## src/rtl/life_row_serializer.sv

```systemverilog
// life_row_serializer: snapshots a WIDTHxHEIGHT life grid on request
// and streams it one row per beat with row index and live-cell count.
// Ports:
//   clk, reset (async, active-high)
//   grid        current generation, row r at grid[r*WIDTH +: WIDTH]
//   start       capture-and-send request, only honoured when idle
//   out_ready   downstream accept
//   out_valid / out_data / out_row / out_pop   beat bundle
//   busy        high while a frame is being sent
//   frame_done  one-cycle pulse after the last row is accepted
//   frame_count completed frames, wraps
module life_row_serializer #(
    parameter int WIDTH  = 16,
    parameter int HEIGHT = 16,
    parameter int CNT_W  = 16,
    localparam int RW = $clog2(HEIGHT),
    localparam int PW = $clog2(WIDTH + 1)
) (
    input  logic                      clk,
    input  logic                      reset,
    input  logic [WIDTH*HEIGHT-1:0]   grid,
    input  logic                      start,
    input  logic                      out_ready,
    output logic                      out_valid,
    output logic [WIDTH-1:0]          out_data,
    output logic [RW-1:0]             out_row,
    output logic [PW-1:0]             out_pop,
    output logic                      busy,
    output logic                      frame_done,
    output logic [CNT_W-1:0]          frame_count
);

    typedef enum logic {IDLE, SEND} state_t;

    state_t                  state;
    logic [WIDTH*HEIGHT-1:0] snap;
    logic [RW-1:0]           row;
    logic [RW-1:0]           nxt;
    logic [WIDTH-1:0]        nxt_data;
    logic [CNT_W-1:0]        fcnt;

    function automatic logic [PW-1:0] popcnt(input logic [WIDTH-1:0] v);
        logic [PW-1:0] c;
        c = '0;
        for (int i = 0; i < WIDTH; i++)
            c = c + PW'(v[i]);
        return c;
    endfunction

    // Next row is pre-fetched so the beat bundle stays fully registered.
    always_comb begin
        nxt      = row + RW'(1);
        nxt_data = snap[nxt*WIDTH +: WIDTH];
    end

    assign out_row     = row;
    assign frame_count = fcnt;

    always_ff @(posedge clk or posedge reset) begin
        if (reset) begin
            state      <= IDLE;
            snap       <= '0;
            row        <= '0;
            out_valid  <= 1'b0;
            out_data   <= '0;
            out_pop    <= '0;
            busy       <= 1'b0;
            frame_done <= 1'b0;
            fcnt       <= '0;
        end else begin
            frame_done <= 1'b0;
            case (state)
                IDLE: begin
                    if (start) begin
                        snap      <= grid;
                        row       <= '0;
                        out_data  <= grid[WIDTH-1:0];
                        out_pop   <= popcnt(grid[WIDTH-1:0]);
                        out_valid <= 1'b1;
                        busy      <= 1'b1;
                        state     <= SEND;
                    end
                end
                SEND: begin
                    if (out_ready) begin
                        if (row == RW'(HEIGHT - 1)) begin
                            out_valid  <= 1'b0;
                            busy       <= 1'b0;
                            frame_done <= 1'b1;
                            fcnt       <= fcnt + CNT_W'(1);
                            state      <= IDLE;
                        end else begin
                            row      <= nxt;
                            out_data <= nxt_data;
                            out_pop  <= popcnt(nxt_data);
                        end
                    end
                end
            endcase
        end
    end

endmodule
```

## config.mk

```make
export PLATFORM = sky130hd
export DESIGN_NAME = life_row_serializer
export DESIGN_NICKNAME = d
export VERILOG_FILES = /design/src/rtl/life_row_serializer.sv
export SDC_FILE = /design/constraint.sdc
export NUM_CORES = 1
export LEC_CHECK = 0
export ABC_AREA = 1
export CAP_MARGIN = 0
export CORE_MARGIN = 2
export CORE_UTILIZATION = 35
export DETAILED_ROUTE_END_ITERATION = 8
export GPL_TIMING_DRIVEN = 0
export HOLD_SLACK_MARGIN = 0.08
export PLACE_DENSITY = 0.68
export SLEW_MARGIN = 30
export SYNTH_ARGS = -nofsm -noshare
export SYNTH_HDL_FRONTEND = slang
export SYNTH_SLANG_ARGS = --single-unit
```

## constraint.sdc

```tcl
create_clock -name clk -period 25.2 [get_ports clk]
set_input_delay 5.04 -clock clk [delete_from_list [all_inputs] [get_ports clk]]
set_output_delay 5.04 -clock clk [all_outputs]
set_load 0.02 [all_outputs]
```

======== Word level (Yosys, flattened, before mapping) ========
Index checks and enable logic that the tools add are counted.
word-level totals
  flip-flop bits (word level) ............. 300
  input bits .............................. 260
  output and inout port bits .............. 44
operators by class
  add/subtract/negate cells ............... 32
  equal/unequal tests ..................... 5
  shift operators ......................... 1
  multiplexer cells ....................... 23
  bitwise gates (word level) .............. 1
  reduce and logical (&&, ||, !) cells .... 4
operators by type and width
  operator                 count
  $shiftx A256 B9 Y16      1
  $add A5 B1 Y5            22
  $mux W16                 3
  $pmux W16 S2             1
  $add A16 B1 Y16 const B  1
  $mux W5                  3
  $mux W4                  3
  $add A4 B1 Y5            2
  $pmux W5 S2              1
  $mux W1                  9
  $reduce_and A3 Y1        3
  $add A3 B1 Y4            2
  $pmux W4 S2              1
  $add A2 B1 Y3            2
  $ne A2 B2 Y1 const B     3
  $add A1 B1 Y2            2
  $add A4 B1 Y4 const B    1
  $eq A4 B4 Y1 const B     1
  $pmux W1 S2              2
  $ne A2 B1 Y1 const B     1
  $reduce_and A2 Y1        1
  $not A1 Y1               1

======== Longest topological paths before layout ========
  depth in word-level cells ............... 20
  mapped depth ............................ 25
  depth with buffers taken out ............ 24

======== Worst setup path after synthesis ========
Ideal clock, no wire load.
  path type ............................... in2reg
  start point ............................. input grid[0]
  end point ............................... register out_pop[4]
  arrival ................................. 8005 ps
  data required time ...................... 25118 ps
  slack ................................... 17113 ps
  cell stages on the path ................. 13
  buffers on the path ..................... 0
  cells stage by stage .................... fa_1 > inv_1 > fa_1 > fa_1 > fa_1 > inv_1 > ha_1 > inv_1 > fa_1 > inv_1 > a21oi_1 > nand3b_1 > a31oi_1
on the way
  cells in the longest elaborated chain, start to end .. 17
ends and longest elaborated chain
  element                      RTL line  source
  start, declared              21        input logic [WIDTH*HEIGHT-1:0] grid,
  $add A1 B1 Y2                46        c = c + PW'(v[i]);
  $add A2 B1 Y3                46
  $add A3 B1 Y4                46
  $add A4 B1 Y5                46
  $add A5 B1 Y5 (11 in a row)  46
  $mux W5                      74        if (start) begin
  $pmux W5 S2                  72        case (state)
  end signal, assigned         78        out_pop <= popcnt(grid[WIDTH-1:0]);
  end signal, assigned         95        out_pop <= popcnt(nxt_data);
  end, declared                27        output logic [PW-1:0] out_pop,
Every way passes these cells. The select of a mux whose other input is x is not followed.
A chain may end at the register's enable or synchronous reset.

======== Worst setup path after layout ========
  start point ............................. input grid[0]
  end point ............................... register out_pop[2]
Same word-level chain as after synthesis.

==> impl_results.md <==
* Outcome: completed
* Register bit total from synthesis at 300
* Die Y at around 210 µm
* DIE AREA at 45300 µm²
* CP Data Arrival Time at 8680 ps
* H-tree depth at 2
* Count of port buffers added during placement at 303
* IR drop worst, VDD at 0.000187 V
* Mapped Nets at 2302
* Clk slew on worst S/H paths at 60 ps
* Int Pwr at 1.91 mW
* Clk network pwr share at approximately 14%
* Final count of negative-setup-slack endpoints at 0
* Post-DP HPWL at between 40000 and 50000 µm
* LEAKAGE at 9.80 nW
* Total Wirelength at approximately 52000 µm
* Part of the power in combinational logic at 63.8%
* NumNets Final at 2645
* Largest net degree at the start of global routing at 94
* Final min period at approximately 8300 ps
* Post-route design area at 20300 µm²
* WHS at roughly 470 ps
* Io pins at between 300 and 400
* Pwr Density at 179 nW/µm²
* Total CTS buffers at 35
* Top cells by area, synth: dfrtp_1 (49%), nand2_1 (17%), o21ai_0 (7.7%)
* Drt drc at 0
* Max Cap Viol at 0
* Total GRT Usage at 23.2%
* DR iter-0 viols at 1026
* Net Switching at ~1.7 mW
* Final Util at 47.2%
* Quantity of hold-fixing buffers added after cts at 0
* Syn Inst Count at 2010
* Final Hold Fails at 0
* Crit path launch type: input port
* Period utilization at 32.8%
* Sw frac at about 48%
* Setup Slack @ Placement at roughly 16000 ps
* Vias after detailed routing at 14212
* Skew-Pair Late Insertion Delay at 540 ps
* Final worst setup slack at about 17000 ps
* ANT nets after route at 0
* Most frequent cells in the layout: nand2_1 (686), clkdlybuf4s50_1 (303), dfrtp_1 (300), inv_1 (287), o21ai_0 (235)
* Commonest non-fill, non-tap cell in the layout: nand2_1
* Area growth syn-to-layout at 33.0%
* Worst-Margin Slew at about 760 ps
* Setup TNS at 0 ps
* CP max stage delay at 550 ps
* Path category of the worst min-delay check: flip-flop to flip-flop
* Average size of a mapped cell at 7.60 µm²
* Final Skew at 22.8 ps
* Crit Path Category: input port to flip-flop
* CP cell instances: clkdlybuf4s50_1 > fa_1 > inv_1 > fa_1 > fa_1 > fa_1 > inv_1 > ha_1 > inv_1 > fa_1 > inv_1 > a21oi_1 > o21ai_0 > o21ai_0 > nand2_1 > nand2_1
* Wire length of the first global-routing pass at 80100 µm
* Post-CTS setup buffers at 0
* Vias in the first global route at 14283
* R2R Path Start: out_row[0]
* Overflow after GRT at 0
* Routed wire per std cell at 17.6 µm
* Worst rel slew slack at 49.6%
* DR pass1 iterations at 6
* Share of layout cells above drive strength 1 at 6.43%
* WP depth at 16
* Reg2Reg Capture Point: out_pop[2]
* Slowest cell on crit path: fa_1
* Critical path endpoint category: flip-flop
* Critical path peak fanout at 3
* Synth cell types at 28
* Post-synth top area cell: dfrtp_1
* Mapped Area at 15300 µm²
* Share of power burned in registers at 22.0%
* Top delay family on crit path: adder cells
* CTS tree: done
* Pins over their slew limit at 0
* Initial cell density of the core at between 30 and 40%
* PostCTS Resize Cnt at 0
* Sequential share of the synthesized area at between 40% and 50%
* Worst Path Buf+Inv at 5
* Root Driver: clkbuf_16
* RSZ-0062 raised after global routing: no
* Gpl congestion at 0.922
* Vias per cell at about 4.8
* R2R Setup Slk at 19600 ps
* Chip width at 213 µm
* Crit path to: out_pop[2]
* Warnings, synthesis at 0
* Site Rows at 76
* Fmax at roughly 120 MHz
* Most frequent CP cell: fa_1
* Top-area cell type share of the netlist area at 49.1%
* Clock buffer depth at 3
* Placed Area at 19100 µm²
* Worst EP required at 25620 ps
* Core box area at 43100 µm²
* Initial antenna violation count at 4
* R2r worst-path depth at 21
* Clock sink total at 300
* Worst Setup SP: grid[0]
## layer usage
metal	up-vias	global-route usage (%)	share of wire (%)
met4	4	8.34	3.7
li1	6899	-	-
met2	535	38.2	46
met5	-	0	0.046
met1	6669	30.8	43
met3	105	3.99	7.1
## per-stage QoR
stage	power (mW)	instances
final	3.63	2968
after global routing	4.06	2965
after CTS	3.64	2964
after detailed placement	3.11	2901
after global placement	3.06	2898
after floorplan	2.41	2010
## final cells by class
type / instances / area [µm²]
sequential: 300 / 7510
clock inverter: 17 / 189
clock buffer: 46 / 987
antenna: 4 / 10.0
timing repair buffer: 306 / 3120
multi-input combinational: 1299 / 6110
fill: 4217 / 22800
buffer: 117 / 554
tap: 585 / 732
inverter: 294 / 1110
## worst min-delay path: cells and delay by family, from the launching register on
| family | cells | cell delay (ps) |
|---|---|---|
| DFF | 1 | 340 |
| and+or+nand+nor | 2 | 110 |
## sequential cells by signal, summed over array words and instances, names as in the netlist
name	flops
out_row	4
busy	1
out_data	16
out_pop	5
state	1
frame_count	16
snap	256
frame_done	1
## cells in the mapped netlist
| library cell | number |
|---|---|
| a21oi_1 | 14 |
| a31oi_1 | 2 |
| buf_1 | 2 |
| buf_2 | 59 |
| buf_4 | 7 |
| buf_6 | 2 |
| clkbuf_1 | 47 |
| dfrtp_1 | 300 |
| fa_1 | 20 |
| ha_1 | 12 |
| inv_1 | 288 |
| inv_2 | 6 |
| nand2_1 | 686 |
| nand3_1 | 226 |
| nand3_2 | 9 |
| nand3_4 | 1 |
| nand3b_1 | 1 |
| nand4_1 | 3 |
| nor2_1 | 63 |
| nor2_2 | 3 |
| nor3_1 | 5 |
| o211ai_1 | 1 |
| o21ai_0 | 235 |
| o22ai_1 | 1 |
| o22ai_2 | 1 |
| xnor2_1 | 4 |
| xor2_1 | 10 |
| xor2_2 | 2 |
## power by group through the flow
| stage | Sequential (mW) | Clock [mW] | Combinational [mW] |
|---|---|---|---|
| final | 0.800 | 0.515 | 2.32 |
| after global routing | 0.821 | 0.541 | 2.70 |
| after CTS | 0.799 | 0.524 | 2.32 |
| after detailed placement | 0.807 | 0 | 2.30 |
| after global placement | 0.803 | 0 | 2.25 |
| after floorplan | 0.818 | 0 | 1.59 |
## kinds of logic after synthesis
family	count (synthesis)	synth area share [%]
and+or+nand+nor	997	27.0
buffers and inverters	411	10.9
DFF	300	49.1
AOI/OAI and AO/OA	254	8.41
adders and majority gates	32	3.60
xor gates and xnor gates	16	1.02
## worst min-delay path by stage
stage,startpoint,to,slack [ps],cells past startpoint
5_1_grt,snap[29],snap[29],490,2
3_5_place_dp,snap[154],snap[154],460,2
6_report,snap[29],snap[29],470,2
3_3_place_gp,snap[154],snap[154],460,2
2_1_floorplan,snap[106],snap[106],440,2
4_1_cts,snap[29],snap[29],470,2
Power figures use the tool's default switching activity.
==> edit: new RTL, same settings <==
`HEIGHT`: 16 -> 32.
--- a/src/rtl/life_row_serializer.sv
+++ b/src/rtl/life_row_serializer.sv
@@ -11,7 +11,7 @@
 //   frame_count completed frames, wraps
 module life_row_serializer #(
     parameter int WIDTH  = 16,
-    parameter int HEIGHT = 16,
+    parameter int HEIGHT = 32,
     parameter int CNT_W  = 16,
     localparam int RW = $clog2(HEIGHT),
     localparam int PW = $clog2(WIDTH + 1)
Interface: changed (resized grid and out_row); port bits go from 304 to 561. No check against the original RTL was run, so the function may have changed too.
==> edit against the unedited design <==
Wire length is 120% higher. Power is 34% higher. Final area is 79% higher. Hold slack hardly changed. Sequential cell count is 257 higher. Critical path depth is 2 lower. Cell count is 82% higher. Die area is 75% higher. Setup slack worse by 0.064 ns. Area after synthesis is 77% higher.
==> edit: results (changes against the unedited design) <==
met2 Usage GRT - 48.4% (+10 points)
GPL Wtd Cong - 0.920 (-0.17%)
comb_multi_in - 2802 (+120%)
share of cells above drive strength 1 - 5.33% (-1.1 points)
placed cell count - 5269 (+82%)
post-place setup slack - 16.26 ns (-0.161 ns)
Post-synth top cells - nand2_1, dfrtp_1, nand3_1, clkbuf_1, inv_1
Rel. slew slack - 27.5% (-22 points)
Seq cells post-synth - 557 (+86%)
Skew-Pair Late Insertion Delay - 0.62 ns (+0.08 ns)
Slowest Stage Delay on Critical Path - 0.57 ns (+0.02 ns)
Syn Area/Cell - 7.36 sq um (-3.1%)
via/cell ratio - 4.95 (+3.5%)
max reg flops - 512 (+100%)
LEAKAGE - 0.0185 uW (+89%)
Arrival @ worst endpoint - 8.86 ns (+0.18 ns)
Final nets - 4857 (+84%)
placed cell areas - 34100 sq um (+78%)
Routed met2 length - 54900 microns (+130%)
Num CTS Buffers - 66 (+89%)
status - completed
port bufs - 560 (+85%)
largest net degree at the start of global routing - 96 (+2.1%)
seq pwr - 1360 uW (+70%)
multi-input logic area - 11700 sq um (+92%)
Non-clk bufs - 794 (+88%)
DRT iter0 DRCs - 2518 (+150%)
first-pass GRT wire length - 167000 microns (+110%)
==> edit: cell types whose count changed after synthesis, moves of 4 or more <==
cell	unedited run	this run
buf_1	2	15
buf_4	7	33
nor2_1	63	16
a21oi_1	14	4
xnor2_1	4	8
nand2_1	686	2254
clkbuf_1	47	108
inv_1	288	79
buf_2	59	69
o21ai_0	235	35
dfrtp_1	300	557
nand3_2	9	1
nand3_1	226	423
==> edit: worst paths after layout <==
kind	start	endpoint	slack, ns
min in group asynchronous	reset	snap[425]$_DFFE_PP0P_	4.82
max in group asynchronous	reset	out_data[7]$_DFFE_PP0P_	18.75
setup / recovery	grid[5]	out_pop[4]$_DFFE_PP0P_	16.87
setup reg to reg	out_row[1]$_DFFE_PP0P_	out_pop[1]$_DFFE_PP0P_	19.36
hold / removal	snap[46]$_DFFE_PP0P_	snap[46]$_DFFE_PP0P_	0.47
hold reg to reg	snap[46]$_DFFE_PP0P_	snap[46]$_DFFE_PP0P_	0.47
